### config.mk
export PLATFORM = sky130hd
export DESIGN_NAME = ps2_mouse_packet
export DESIGN_NICKNAME = d
export VERILOG_FILES = /design/src/rtl/ps2_mouse_packet.sv
export SDC_FILE = /design/constraint.sdc
export NUM_CORES = 1
export LEC_CHECK = 0
export CORE_MARGIN = 5
export CORE_UTILIZATION = 47
export DETAILED_ROUTE_END_ITERATION = 10
export PLACE_DENSITY = 0.7
export SLEW_MARGIN = 25
export SYNTH_ARGS = -nofsm -noshare
export SYNTH_HDL_FRONTEND = slang
export SYNTH_SLANG_ARGS = --single-unit
### constraint.sdc
create_clock -name clk -period 5.35 [get_ports clk]
set_clock_uncertainty 0.2 [all_clocks]
set_input_delay 1.07 -clock clk [delete_from_list [all_inputs] [get_ports clk]]
set_output_delay 1.07 -clock clk [all_outputs]
set_load 0.05 [all_outputs]
### src/rtl/ps2_mouse_packet.sv
`default_nettype none
// ============================================================================
//  Module   : ps2_mouse_packet
//  Purpose  : Assembles 3-byte PS/2 mouse movement packets from a received
//             byte stream, checks header framing, decodes buttons and
//             sign-extended X/Y deltas, and hands each packet downstream
//             through a valid/ack handshake. Resyncs on bad headers and on
//             packets that stall between bytes.
//  Revision : 1.0 - initial release
// ============================================================================
module ps2_mouse_packet #(
  parameter int OUT_W       = 10,
  parameter int TIMEOUT_CYC = 2_000_000
) (
  input  logic             clk,
  input  logic             reset_n,
  input  logic             rx_done_tick,
  input  logic [7:0]       rx_data,
  input  logic             pkt_ack,
  output logic             pkt_valid,
  output logic             btn_left,
  output logic             btn_right,
  output logic             btn_middle,
  output logic [OUT_W-1:0] dx,
  output logic [OUT_W-1:0] dy,
  output logic             x_ovf,
  output logic             y_ovf,
  output logic             sync_err,
  output logic             timeout_tick,
  output logic             pkt_dropped
);

  // Counter wide enough to hold TIMEOUT_CYC-1 (and never zero bits wide).
  localparam int              c_cnt_w   = $clog2(TIMEOUT_CYC + 1);
  localparam logic [c_cnt_w-1:0] c_cnt_max = c_cnt_w'(TIMEOUT_CYC - 1);

  typedef enum logic [1:0] {
    B0 = 2'd0,  // awaiting header byte
    B1 = 2'd1,  // awaiting X byte
    B2 = 2'd2   // awaiting Y byte
  } state_t;

  state_t             r_state;
  logic [c_cnt_w-1:0] r_cnt;
  logic [7:0]         r_byte0;
  logic [7:0]         r_byte1;

  // Packet framing FSM, stall timer and registered packet outputs.
  always_ff @(posedge clk or negedge reset_n) begin
    if (!reset_n) begin
      r_state      <= B0;
      r_cnt        <= '0;
      r_byte0      <= '0;
      r_byte1      <= '0;
      pkt_valid    <= 1'b0;
      btn_left     <= 1'b0;
      btn_right    <= 1'b0;
      btn_middle   <= 1'b0;
      dx           <= '0;
      dy           <= '0;
      x_ovf        <= 1'b0;
      y_ovf        <= 1'b0;
      sync_err     <= 1'b0;
      timeout_tick <= 1'b0;
      pkt_dropped  <= 1'b0;
    end else begin
      // Pulses default low; a completion below overrides the ack clear.
      sync_err     <= 1'b0;
      timeout_tick <= 1'b0;
      pkt_dropped  <= 1'b0;
      if (pkt_ack) begin
        pkt_valid <= 1'b0;
      end

      case (r_state)
        B0: begin
          r_cnt <= '0;
          if (rx_done_tick) begin
            if (rx_data[3]) begin
              r_byte0 <= rx_data;
              r_state <= B1;
            end else begin
              sync_err <= 1'b1;
            end
          end
        end

        B1: begin
          if (rx_done_tick) begin
            r_byte1 <= rx_data;
            r_cnt   <= '0;
            r_state <= B2;
          end else if (r_cnt == c_cnt_max) begin
            r_cnt        <= '0;
            r_state      <= B0;
            timeout_tick <= 1'b1;
          end else begin
            r_cnt <= r_cnt + 1'b1;
          end
        end

        B2: begin
          if (rx_done_tick) begin
            r_cnt       <= '0;
            r_state     <= B0;
            pkt_valid   <= 1'b1;
            // Previous packet still pending and not taken this cycle: lost.
            pkt_dropped <= pkt_valid & ~pkt_ack;
            btn_left    <= r_byte0[0];
            btn_right   <= r_byte0[1];
            btn_middle  <= r_byte0[2];
            dx          <= OUT_W'($signed({r_byte0[4], r_byte1}));
            dy          <= OUT_W'($signed({r_byte0[5], rx_data}));
            x_ovf       <= r_byte0[6];
            y_ovf       <= r_byte0[7];
          end else if (r_cnt == c_cnt_max) begin
            r_cnt        <= '0;
            r_state      <= B0;
            timeout_tick <= 1'b1;
          end else begin
            r_cnt <= r_cnt + 1'b1;
          end
        end

        default: begin
          r_cnt   <= '0;
          r_state <= B0;
        end
      endcase
    end
  end

endmodule
`default_nettype wire

==> key figures <==
Worst setup path
  • WP depth: 1
  • Crit path cell chain: clkdlybuf4s50_1
  • Crit path required time: about 4 ns
  • R2R cell count: 5
  • R2r setup slk: between 2 and 3 ns
  • RR Startpoint: r_cnt[7]
  • WS Path Type: flop to output pin
  • Crit path max-delay cell type: clkdlybuf4s50_1
  • Reg2Reg Capture Point: r_cnt[14]
  • CP bufs+invs: 1
  • Critical Path End: btn_left
  • Delay of the slowest critical-path stage: between 0.8 and 0.9 ns
  • CP endpoint kind: output pin
  • Crit-path leading delay family: buffers and inverters
  • Worst-path fanout max: 2
  • Worst Setup SP: btn_left
  • CP Launch Type: flop
  • WP data arrival: ~1.5 ns

Layout
  • ANT cells: 0
  • Non-Filler Instances: ~350
  • Share of post-route cells with drive strength above 1: 0.2724
  • Final core occ: 0.6044
  • Area delta synth->final: 25.00%
  • Fin nets: 291

Die
  • Core Area: ~5900 um^2
  • Die height: between 80 and 90 um
  • Site row count: 28
  • Starting density of the core: 0.4835
  • Die Area: about 7800 um^2
  • Die W: a little under 90 um
  • I/O pin total: between 40 and 50

Run
  • Maxcap violations: 0

Clock tree
  • CTS sink cnt: between 60 and 70
  • Clock latency at the later pin of the worst-skew pair: between 0.3 and 0.4 ns
  • # resized after CTS: 0
  • Post-CTS setup buffers: 0
  • Worst-path clk slew: 0.07 ns
  • Clk root buf: clkbuf_8
  • Htree depth: 3
  • TritonCTS clock tree: yes
  • CTS Buffer Depth: 2
  • Number of CTS-inserted buffers: 9
  • Hold_buf cts: 0

Detailed routing
  • Via count: between 1.5k and 2k
  • Pre-Repair DR Iteration Count: 4
  • # DRC: 0
  • Initial DRC count: between 60 and 70
  • Number of vias per cell: 5.294
  • ANT nets after route: 0
  • Final WL: 5292 um
  • Wire per inst: approximately 15 um

Placed design
  • Port-buffer cells: 40
  • DP HPWL: 3653 um
  • Dpl ws: between 2 and 2.5 ns
  • Inst Count DP: around 340
  • Gpl congestion: between 0.8 and 0.9

Synth
  • Area leader, netlist: dfrtp_1
  • Library cells used by synthesis: 38
  • Cells after Synth: around 230
  • Flops & latches, synth: 65
  • Post-synth top area share: 0.5682
  • Mapped Area: 2863 um^2
  • Top_reg_cell synth: dfrtp_1
  • Post-Synth Adder-Cell Area: 0.02185
  • EDFF count, synth: 0
  • Simple-gate portion of the synthesized area: 0.1464
  • Sequential fraction of the synthesis area: 0.5682
  • YS warnings: 0
  • Syn avg cell area: 12.56 um^2
  • Xor/xnor cell area share of the yosys netlist: 0.03671
  • Syn nets: 245
  • Multiplexer share of the synthesized area: 0.1495
  • Main combinational cell family by area after synthesis: multiplexers
  • Ys async rst share: 1.000
  • Area contributors post-synth: dfrtp_1 57%, mux2_2 15%, xnor2_1 3.1%
  • Post-synthesis compound-gate area fraction: 0.05201

Timing
  • Worst setup margin: approximately 2.6 ns
  • RSZ-0062 raised after global routing: false
  • Final Max Tran Viols: 0
  • Tcrit/Tclk final: 0.5220
  • Hold slack: around 0.29 ns
  • Worst-Margin Slew: 0.7841 ns
  • Tmin final: about 2.8 ns
  • Final hold violations: 0
  • Endpoints failing setup: 0
  • Setup TNS: 0 ns
  • Maximum clock rate: around 360 MHz
  • Worst rel slew slack: 0.4773

Global route
  • Initial antenna violation count: 0
  • Global-route wire length before repair: around 8800 um
  • Vias in the first global route: between 1.5k and 2k
  • Gr ovfl total: 0
  • Largest net degree at the start of global routing: 66
  • Total GRT Usage: 0.1491

Worst hold path
  • Hold path depth: 1
  • Hold/Removal Path Class: flop to flop

Power and ir drop
  • P per Cell Area: 609.3 nW/um^2
  • Peak VDD IR: 0.4270 mV
  • LEAKAGE: about 1.5 nW

Outcome
  • Status: finished clean
-- cell families after synthesis --
kind of cell / Yosys count
AO/OA/AOI/OAI: 22
XOR/XNOR: 12
adder cells (fa/ha/maj): 5
buffers and inverters: 15
flip-flops: 65
multiplexers: 38
AND/OR/NAND/NOR: 71
-- layout by cell type, fill, tap and decap left out, drive strengths merged, types with 7 or more instances in the layout --
cell and count:
dfrtp 65, clkdlybuf4s50 39, mux2 38, nor2 20, nand2 12, xnor2 10
clkbuf 10, a21oi 9, inv 9, o21ai 7, nand3 7
-- how the worst min path moves through the flow --
stage                           from          to  slack [ns]
after detailed placement    r_cnt[0]    r_cnt[0]        0.27
after floorplan             r_cnt[0]    r_cnt[0]        0.25
after global placement    r_byte1[5]       dx[5]        0.28
after global routing      r_byte1[6]  r_byte1[6]        0.31
after CTS                   r_cnt[0]    r_cnt[0]        0.29
final                       r_cnt[0]    r_cnt[0]        0.29
-- cells in the mapped netlist, drive strengths merged, types with 2 or more instances --
cell type,instances
a21oi,9
inv,8
nand2b,3
nor4,5
mux2,38
ha,5
nand4b,3
and4,2
xor2,2
or4,3
and3,2
o21ai,7
or3,5
buf,3
clkbuf,4
nand4,4
xnor2,10
nand3,7
dfrtp,65
nor2,20
nand2,12
nor3,4
-- metrics by stage --
| step | power (mW) | area, um^2 |
|---|---|---|
| detailed placement | 1.684 | 3324 |
| finish | 2.180 | 3578 |
| floorplan | 1.396 | 2863 |
| CTS | 2.207 | 3576 |
| global route | 2.292 | 3578 |
| global placement | 1.659 | 3324 |
-- per-layer routing --
metal  GRT usage  routed length (um)  vias to the layer above
li1            -                   -                      900
met1      0.1996                2429                      913
met2      0.2219                2416                       51
met3     0.04421                 334                       10
met4     0.07280                 112                        0
met5           0                   0                        -
-- layout make-up --
| cell class | instances | area (um^2) |
|---|---|---|
| clock inverters | 6 | 113.9 |
| clock buffers | 10 | 137.6 |
| multi-input cells | 148 | 1166 |
| repair buffers | 42 | 410.4 |
| flip-flops and latches | 65 | 1627 |
| inverters | 8 | 30.03 |
| fillers | 477 | 2342 |
| well taps | 75 | 93.84 |
-- state kept, by name, summed over array words and instances, names as in the netlist --
signal        cells
dy                9
r_byte0           7
btn_right         1
btn_middle        1
r_state           2
y_ovf             1
timeout_tick      1
pkt_dropped       1
sync_err          1
x_ovf             1
r_cnt            21
r_byte1           8
btn_left          1
dx                9
pkt_valid         1
-- where the power goes --
part	total (mW)	internal [mW]	switching, mW
clock	0.518	0.324	0.194
sequential	0.746	0.656	0.0891
combinational	0.917	0.359	0.558
total	2.18	1.34	0.841
Power figures use the tool's default switching activity.
